## src/rtl/instruction_fetch_unit.sv

```systemverilog
// ============================================================================
// Module      : instruction_fetch_unit
// Description : Instruction-fetch initiator. Holds the PC, issues single-cycle
//               fetches to a combinational instruction memory, buffers fetched
//               words in a small FIFO toward decode, and supports redirect
//               with flush and halting on misaligned/out-of-range addresses.
// Revision    : 1.0 - initial release
// ============================================================================
`default_nettype none

module instruction_fetch_unit #(
    parameter logic [31:0] RESET_PC   = 32'h0000_0000,
    parameter int          IMEM_BYTES = 128,
    parameter int          FIFO_DEPTH = 2
) (
    input  logic        clk,
    input  logic        rst_n,
    output logic        imem_req,
    output logic [31:0] imem_addr,
    input  logic [31:0] imem_data,
    input  logic        redirect_valid,
    input  logic [31:0] redirect_pc,
    output logic        inst_valid,
    input  logic        inst_ready,
    output logic [31:0] inst_data,
    output logic [31:0] inst_pc,
    output logic        fetch_fault
);

    localparam int                PTR_W     = (FIFO_DEPTH > 1) ? $clog2(FIFO_DEPTH) : 1;
    localparam int                CNT_W     = $clog2(FIFO_DEPTH + 1);
    localparam logic [CNT_W-1:0]  DEPTH_C   = CNT_W'(FIFO_DEPTH);
    localparam logic [31:0]       LAST_ADDR = 32'(IMEM_BYTES - 4);

    typedef enum logic [1:0] {
        ST_BOOT  = 2'd0,
        ST_RUN   = 2'd1,
        ST_FAULT = 2'd2
    } state_t;

    state_t             state_q, state_d;
    logic [31:0]        pc_q, pc_d;
    logic [PTR_W-1:0]   rd_ptr_q, rd_ptr_d;
    logic [PTR_W-1:0]   wr_ptr_q, wr_ptr_d;
    logic [CNT_W-1:0]   count_q, count_d;
    logic [31:0]        fifo_data_q [FIFO_DEPTH];
    logic [31:0]        fifo_pc_q   [FIFO_DEPTH];

    logic               bad_addr;
    logic               space;
    logic               push;
    logic               pop;

    // Address check and FIFO handshake terms derived from registered state
    always_comb begin
        bad_addr   = (pc_q[1:0] != 2'b00) || (pc_q > LAST_ADDR);
        inst_valid = (count_q != '0);
        pop        = inst_valid && inst_ready && !redirect_valid;
        space      = (count_q < DEPTH_C) || (inst_valid && inst_ready);
        imem_req   = (state_q == ST_RUN) && !bad_addr && space && !redirect_valid;
        push       = imem_req;
        imem_addr  = pc_q;
        fetch_fault = (state_q == ST_FAULT);
        inst_data  = inst_valid ? fifo_data_q[rd_ptr_q] : 32'h0;
        inst_pc    = inst_valid ? fifo_pc_q[rd_ptr_q]   : 32'h0;
    end

    // Next-state, PC and FIFO bookkeeping; redirect overrides everything
    always_comb begin
        state_d  = state_q;
        pc_d     = pc_q;
        rd_ptr_d = rd_ptr_q;
        wr_ptr_d = wr_ptr_q;
        count_d  = count_q;

        if (redirect_valid) begin
            state_d  = ST_RUN;
            pc_d     = redirect_pc;
            rd_ptr_d = '0;
            wr_ptr_d = '0;
            count_d  = '0;
        end else begin
            case (state_q)
                ST_BOOT:  state_d = ST_RUN;
                ST_RUN:   if (bad_addr) state_d = ST_FAULT;
                ST_FAULT: state_d = ST_FAULT;
                default:  state_d = ST_BOOT;
            endcase

            if (push) begin
                pc_d     = pc_q + 32'd4;
                wr_ptr_d = wr_ptr_q + PTR_W'(1);
            end
            if (pop) begin
                rd_ptr_d = rd_ptr_q + PTR_W'(1);
            end
            case ({push, pop})
                2'b10:   count_d = count_q + CNT_W'(1);
                2'b01:   count_d = count_q - CNT_W'(1);
                default: count_d = count_q;
            endcase
        end
    end

    // Control state, PC and FIFO pointer registers
    always_ff @(posedge clk or negedge rst_n) begin
        if (!rst_n) begin
            state_q  <= ST_BOOT;
            pc_q     <= RESET_PC;
            rd_ptr_q <= '0;
            wr_ptr_q <= '0;
            count_q  <= '0;
        end else begin
            state_q  <= state_d;
            pc_q     <= pc_d;
            rd_ptr_q <= rd_ptr_d;
            wr_ptr_q <= wr_ptr_d;
            count_q  <= count_d;
        end
    end

    // FIFO storage: capture the fetched word and its address on each push
    always_ff @(posedge clk or negedge rst_n) begin
        if (!rst_n) begin
            for (int i = 0; i < FIFO_DEPTH; i++) begin
                fifo_data_q[i] <= 32'h0;
                fifo_pc_q[i]   <= 32'h0;
            end
        end else if (push) begin
            fifo_data_q[wr_ptr_q] <= imem_data;
            fifo_pc_q[wr_ptr_q]   <= pc_q;
        end
    end

endmodule

`default_nettype wire

```

## config.mk

```make
export PLATFORM = sky130hd
export DESIGN_NAME = instruction_fetch_unit
export DESIGN_NICKNAME = d
export VERILOG_FILES = /design/src/rtl/instruction_fetch_unit.sv
export SDC_FILE = /design/constraint.sdc
export NUM_CORES = 1
export LEC_CHECK = 0
export BUFFER_PORTS_ARGS = -buffer_cell sky130_fd_sc_hd__buf_2
export CORE_MARGIN = 2
export CORE_UTILIZATION = 58
export DETAILED_ROUTE_END_ITERATION = 8
export PLACE_DENSITY = 0.85
export SKIP_LAST_GASP = 1
export SYNTH_ARGS = -nofsm -noshare
export SYNTH_HDL_FRONTEND = slang
export SYNTH_SLANG_ARGS = --single-unit
```

## constraint.sdc

```tcl
create_clock -name clk -period 3.85 [get_ports clk]
set_input_delay 0.5775 -clock clk [delete_from_list [all_inputs] [get_ports clk]]
set_output_delay 0.5775 -clock clk [all_outputs]
set_load 0.02 [all_outputs]
```

==> summary.txt, run 1 <==
CP Max Fanout - 65
Initial DRC Count - 207
Gate Count Post-Synth - 549
worst skew pair latency - 0.42 ns
Initial Utilization - 0.599
# hold bufs at CTS - 0
max capacitance violation total - 0
TNS Setup - 0 ns
initial antenna violation count - 0
ANT nets after route - 0
fmax - 348 MHz
final instance area - 8900 um2
buffers added on ports - 166
Mapped Area - 7290 um2
DRC - 0
hpwl dp - 9610 um
synthesis-stage register bit count - 166
Sink Count - 166
Fin. Hold Viols - 0
global-route wire length before repair - 24700 um
library cells used by synthesis - 33
Layout Utilization - 0.732
critical path arrival - 2.30 ns
clk root buf - clkbuf_16
Filler Cells Inserted - 833
Leak - 4.46 nW
die span in y - 116 um
cts bufs inserted - 17
IR drop worst, VDD - 0.000345 V
Vias/cell - 5.33
RSZ-0062 raised after global routing - no
RePlAce Congestion - 0.804
largest net degree at the start of global routing - 109
crit share post-route - 0.746
ANT cells - 0
Crit path max-delay family - flip-flops
io pins - 167
Pre-antenna DRT Iters - 4
routed len/inst - 16.9 um
Die W - 116 um
max incr delay on CP - 1.18 ns
outcome - complete, no violations
total grt overflow - 0
Total GRT Usage - 0.238
WL final - 15000 um
Reg2Reg Depth - 8
post-synthesis net count - 621
H-tree depth - 4
min cycle time layout - 2.87 ns
Core Rows - 40
Fin Hold WS - 0.262 ns
Slowest cell on crit path - dfrtp_4
Reg clk slew, reported paths - 0.06 ns
clock tree buffer depth - 2
pwr dens - 451 nW/um2
Layout area overhead - 22.1%
vias in the first global route - 5091
post-cts resize count - 0
fin. max-slew vios - 0
Max-slew headroom - 0.231
stages on the worst setup path - 3
Total Power - 4.01 mW
crit path launch type - register
Post-CTS Setup Inserts - 0
Crit path required time - 3.27 ns
path type of the worst setup path - register to output port
Post-Syn Area per Cell - 13.3 um2
crit path cell chain - mux2i_1 > nor2_1 > buf_2
Setup Skew - 0.00571 ns
Syn. warnings - 0
die area - 13500 um2
Final Setup Violations - 0
CTS tree - built
Worst-Margin Slew - 1.15 ns
Nets - 778
Buffers & Inverters on Critical Path - 1
crit end category - output port
layout cells sized above 1 - 0.387
CORE AREA - 12200 um2
post-synthesis sequential area ratio - 0.570
via count - 4730
Placed Area - 8220 um2
HP Class - input port to async pin
==> power breakdown <==
group	internal [mW]	leakage (nW)	switching [mW]	total (mW)
Sequential	1.80	2.21	0.0468	1.85
Clock	1.25	0.330	0.655	1.91
Combinational	0.116	1.92	0.143	0.259
Total	3.17	4.46	0.845	4.01
==> path summary, 6_finish.rpt <==
check,slack (ns),startpoint,end
setup / recovery,0.98,rd_ptr_q$_DFFE_PN0P_,inst_data[17]
hold / removal,0.26,rst_n,fifo_data_q[21]$_DFFE_PN0P_
max in group asynchronous,2.70,rst_n,fifo_data_q[39]$_DFFE_PN0P_
min in group clk,0.36,redirect_pc[5],imem_addr[5]$_DFFE_PN0P_
hold reg to reg,0.48,fifo_data_q[26]$_DFFE_PN0P_,fifo_data_q[26]$_DFFE_PN0P_
setup reg to reg,1.06,state_q[1]$_DFFE_PN0P_,fifo_data_q[11]$_DFFE_PN0P_
==> registers in the layout (all words and copies together) (netlist names) <==
signal       cells
imem_addr       32
wr_ptr_q         1
fifo_data_q     64
count_q          2
rd_ptr_q         1
fifo_pc_q       64
state_q          2
==> per-layer routing <==
layer  share of wire  GRT usage  routed length, um  vias to the layer above
li1                -          -                  -                     2182
met1            0.43      0.291               6410                     2384
met2            0.49      0.400               7370                      141
met3           0.067     0.0846               1010                       23
met4           0.014     0.0706                209                        0
met5               0          0                  0                        -
==> cells in the final DEF (no fill, tap or decap), types with 2 or more instances in the layout <==
master,count
nor2b_1,30
buf_12,2
mux2_1,33
buf_4,3
buf_2,165
clkbuf_1,2
mux2_2,34
bufinv_16,5
clkbuf_16,17
o21ai_0,8
a21oi_1,2
mux2i_1,67
and2_1,27
nor3_1,2
xnor2_1,5
inv_1,3
dfrtp_1,165
nor4_2,3
nor2_1,71
nor4_1,4
ha_1,4
nand2_1,9
nand3_1,2
mux2_4,33
clkbuf_8,6
nor4b_1,2
==> stage by stage <==
step           instances  setup slack, ns
4_1_cts              887             1.01
3_5_place_dp         855             1.07
2_1_floorplan        549             1.45
6_report             887            0.977
3_3_place_gp         855             1.18
5_1_grt              887            0.830
==> logic make-up after synthesis <==
logic type      Yosys count  synth area share
simple gates            157             0.114
compound gates           13            0.0105
mux                     167             0.264
buf+inv                  36            0.0282
xor+xnor                  6           0.00721
fa+ha+maj                 4           0.00687
flops                   166             0.570
==> synth_stat cells <==
cell	count	area, um2
mux2_4	33	495
nor4b_2	1	15.0
xnor2_1	5	43.8
nor4b_1	2	17.5
mux2_1	33	372
nor4_1	4	25.0
buf_1	8	30.0
dfrtp_1	166	4150
o21ai_0	8	40.0
nand2b_1	1	6.26
mux2i_1	67	671
a32o_1	1	10.0
nand3_1	2	10.0
nor3_1	2	10.0
and3_1	1	6.26
xor2_1	1	8.76
ha_1	4	50.1
nand4_2	1	12.5
clkbuf_1	13	48.8
o21bai_1	1	7.51
mux2_2	34	383
a41oi_1	1	8.76
a21oi_1	2	10.0
nor2b_1	30	188
nor2_1	72	270
nand2_1	9	33.8
buf_4	2	15.0
buf_6	8	90.1
buf_2	2	10.0
nor4_4	1	21.3
inv_1	3	11.3
and2_1	28	175
nor4_2	3	37.5
==> cell type report <==
class,count,area [um2],share of cell area
clock inverters,7,163,0.0183
multi-input cells,347,2940,0.331
flip-flops and latches,166,4160,0.467
clock buffers,25,515,0.0579
well taps,168,210,0.0236
repair buffers,171,900,0.101
inverters,3,11.3,0.00127
(Power assumes the default switching activity.)
==> inputs of run 2 (changes only) <==
--- a/config.mk
+++ b/config.mk
@@ -7,9 +7,9 @@
 export LEC_CHECK = 0
 export BUFFER_PORTS_ARGS = -buffer_cell sky130_fd_sc_hd__buf_2
 export CORE_MARGIN = 2
-export CORE_UTILIZATION = 58
+export CORE_UTILIZATION = 49
 export DETAILED_ROUTE_END_ITERATION = 8
-export PLACE_DENSITY = 0.85
+export PLACE_DENSITY = 0.76
 export SKIP_LAST_GASP = 1
 export SYNTH_ARGS = -nofsm -noshare
 export SYNTH_HDL_FRONTEND = slang
==> constraint.sdc (replaced) <==
create_clock -name clk -period 2.3 [get_ports clk]
set_input_delay 0.345 -clock clk [delete_from_list [all_inputs] [get_ports clk]]
set_output_delay 0.345 -clock clk [all_outputs]
set_load 0.02 [all_outputs]
==> summary.txt, run 2 (synthesized netlist as in run 1, its figures left out) <==
die area - 15900 um2 (was 13500 um2)
min cycle time layout - 2.24 ns
buffers added on ports - 166 (unchanged)
Pre-antenna DRT Iters - 4 (unchanged)
Sink Count - 166 (unchanged)
IR drop worst, VDD - 0.000647 V (was 0.000345 V)
Crit path required time - 1.96 ns (was 3.27 ns)
cts bufs inserted - 17 (unchanged)
ANT cells - 0 (unchanged)
RePlAce Congestion - 0.751 (was 0.804)
outcome - complete, no violations (unchanged)
Setup Skew - 0.0101 ns (was 0.00571 ns)
Layout area overhead - 25.2% (was 22.1%)
CORE AREA - 14500 um2 (was 12200 um2)
net switching power - 1.55 mW (was 0.845 mW)
Worst-Margin Slew - 0.508 ns (was 1.15 ns)
clock tree buffer depth - 2 (unchanged)
worst skew pair latency - 0.42 ns (about the same)
pwr dens - 714 nW/um2 (was 451 nW/um2)
HP Class - input port to register (was input port to async pin)
hpwl dp - 10200 um (was 9610 um)
crit path cell chain - inv_2 > ha_4 > nor4b_4 > nand4_2 > nor4_4 > buf_4 (was mux2i_1 > nor2_1 > buf_2)
Logic pwr share - 0.070 (was 0.065)
Vias/cell - 5.14 (was 5.33)
most frequent cells in the layout - buf_2 (164), dfrtp_1 (159), nor2_1 (71) (was dfrtp_1 (165), buf_2 (165), nor2_1 (71))
Fin. Hold Viols - 0 (unchanged)
Total GRT Usage - 0.195 (was 0.238)
Nets - 793 (was 778)
Crit path max-delay family - simple AND/OR/NAND/NOR gates (was flip-flops)
CTS tree - built (unchanged)
Pint - 4.96 mW (was 3.17 mW)
Clock power frac - 0.454 (was 0.476)
worst hold path cell count - 3
fin. max-slew vios - 0 (unchanged)
Die W - 126 um (was 116 um)
Final Setup Violations - 0 (unchanged)
CP Max Fanout - 3 (was 65)
max capacitance violation total - 0 (unchanged)
vias in the first global route - 5015 (was 5091)
Initial Utilization - 0.501 (was 0.599)
RSZ-0062 raised after global routing - yes (was no)
ANT nets after route - 0 (unchanged)
die span in y - 126 um (was 116 um)
crit share post-route - 0.976
max incr delay on CP - 0.41 ns (was 1.18 ns)
WL final - 15200 um (was 15000 um)
clk root buf - clkbuf_16 (unchanged)
critical path arrival - 1.90 ns (was 2.30 ns)
stages on the worst setup path - 6 (was 3)
H-tree depth - 4 (unchanged)
initial antenna violation count - 0 (unchanged)
global-route wire length before repair - 25000 um (was 24700 um)
via count - 4720 (was 4730)
layout cells sized above 1 - 0.420 (was 0.387)
Slowest cell on crit path - dfrtp_1 (was dfrtp_4)
Max-slew headroom - 0.661 (was 0.231)
largest net degree at the start of global routing - 55 (was 109)
sw frac - 0.239 (was 0.211)
Core Rows - 44 (was 40)
sequential fraction of design power - 0.476 (was 0.460)
routed len/inst - 16.6 um (was 16.9 um)
Leak - 4.52 nW (was 4.46 nW)
path type of the worst setup path - register to output port (unchanged)
Buffers & Inverters on Critical Path - 2 (was 1)
io pins - 167 (unchanged)
Reg clk slew, reported paths - 0.07 ns (was 0.06 ns)
fmax - 446 MHz
crit path launch type - register (unchanged)
crit end category - output port (unchanged)
Reg2Reg Depth - 8 (unchanged)
total grt overflow - 0 (unchanged)
Total Power - 6.51 mW (was 4.01 mW)
Initial DRC Count - 221 (was 207)
Layout Utilization - 0.628 (was 0.732)
DRC - 0 (unchanged)
most common cell after layout, fill and taps aside - buf_2
## run 2: cell count changes in the layout (fill, tap and decap cells not counted), sizes merged, moves of 2 or more
cell,before,now
inv,3,11
clkbuf,25,18
bufinv,5,3
buf,171,184
## run 2: path summary, 6_finish.rpt
path	endpoint	slack, ns	startpoint
hold / removal	imem_addr[4]$_DFFE_PN0P_	0.13	redirect_pc[4]
min in group asynchronous	fifo_data_q[49]$_DFFE_PN0P_	0.45	rst_n
max in group asynchronous	fifo_data_q[33]$_DFFE_PN0P_	1.14	rst_n
setup reg to reg	fifo_data_q[0]$_DFFE_PN0P_	0.10	state_q[1]$_DFFE_PN0P_
setup / recovery	imem_req	0.06	state_q[1]$_DFFE_PN0P_
hold reg to reg	fifo_data_q[23]$_DFFE_PN0P_	0.48	fifo_data_q[23]$_DFFE_PN0P_
## run 2: per-layer routing
layer / track usage / wire length [um] / vias to the layer above
met5: 0 / 0 / -
met4: 0.0498 / 143 / 0
li1: - / - / 2218
met3: 0.0633 / 957 / 15
met2: 0.300 / 7100 / 134
met1: 0.270 / 7040 / 2353
## run 2: tightest hold or removal path: stages
cell and delay (ns):
buf_2 0.08, nand2_1 0.04, o21ai_0 0.05
## run 2: area by class of cell
cell class / instances / area [um2]
multi-input combinational: 347 / 3010
inverter: 3 / 11.3
sequential: 166 / 4170
clock inverter: 15 / 189
clock buffer: 17 / 425
fill: 1104 / 5410
tap: 184 / 230
timing repair buffer: 186 / 1100
## run 2: through the flow
stage	setup slack [ns]	cell area [um2]	instances	TNS (ns)	hold WS (ns)
detailed placement	0.0340	8410	882	0	0.337
CTS	-0.00555	9030	915	-0.00776	0.121
floorplan	-0.0181	7310	549	-0.538	0.0494
global route	-0.0714	9120	918	-0.337	0.127
finish	0.0556	9120	918	0	0.134
global placement	0.0500	8410	882	0	0.329
## run 2: power groups by stage
stage	clock (mW)	sequential, mW	combinational, mW
finish	2.95	3.10	0.459
global route	3.15	3.11	0.505
CTS	3.01	3.09	0.451
detailed placement	0	3.14	0.447
global placement	0	3.13	0.435
floorplan	0	3.19	0.155
## run 2: timing repair
| item | CTS | global route |
|---|---|---|
| gates cloned | 0 | 1 |
| endpoints found under the hold margin | 51 | 0 |
| gates resized for setup | 1 | 9 |
| setup endpoints to repair | 1 | 38 |
| setup buffers | 0 | 2 |
| hold buffers | 1 | 0 |
| pin swaps | 0 | 2 |
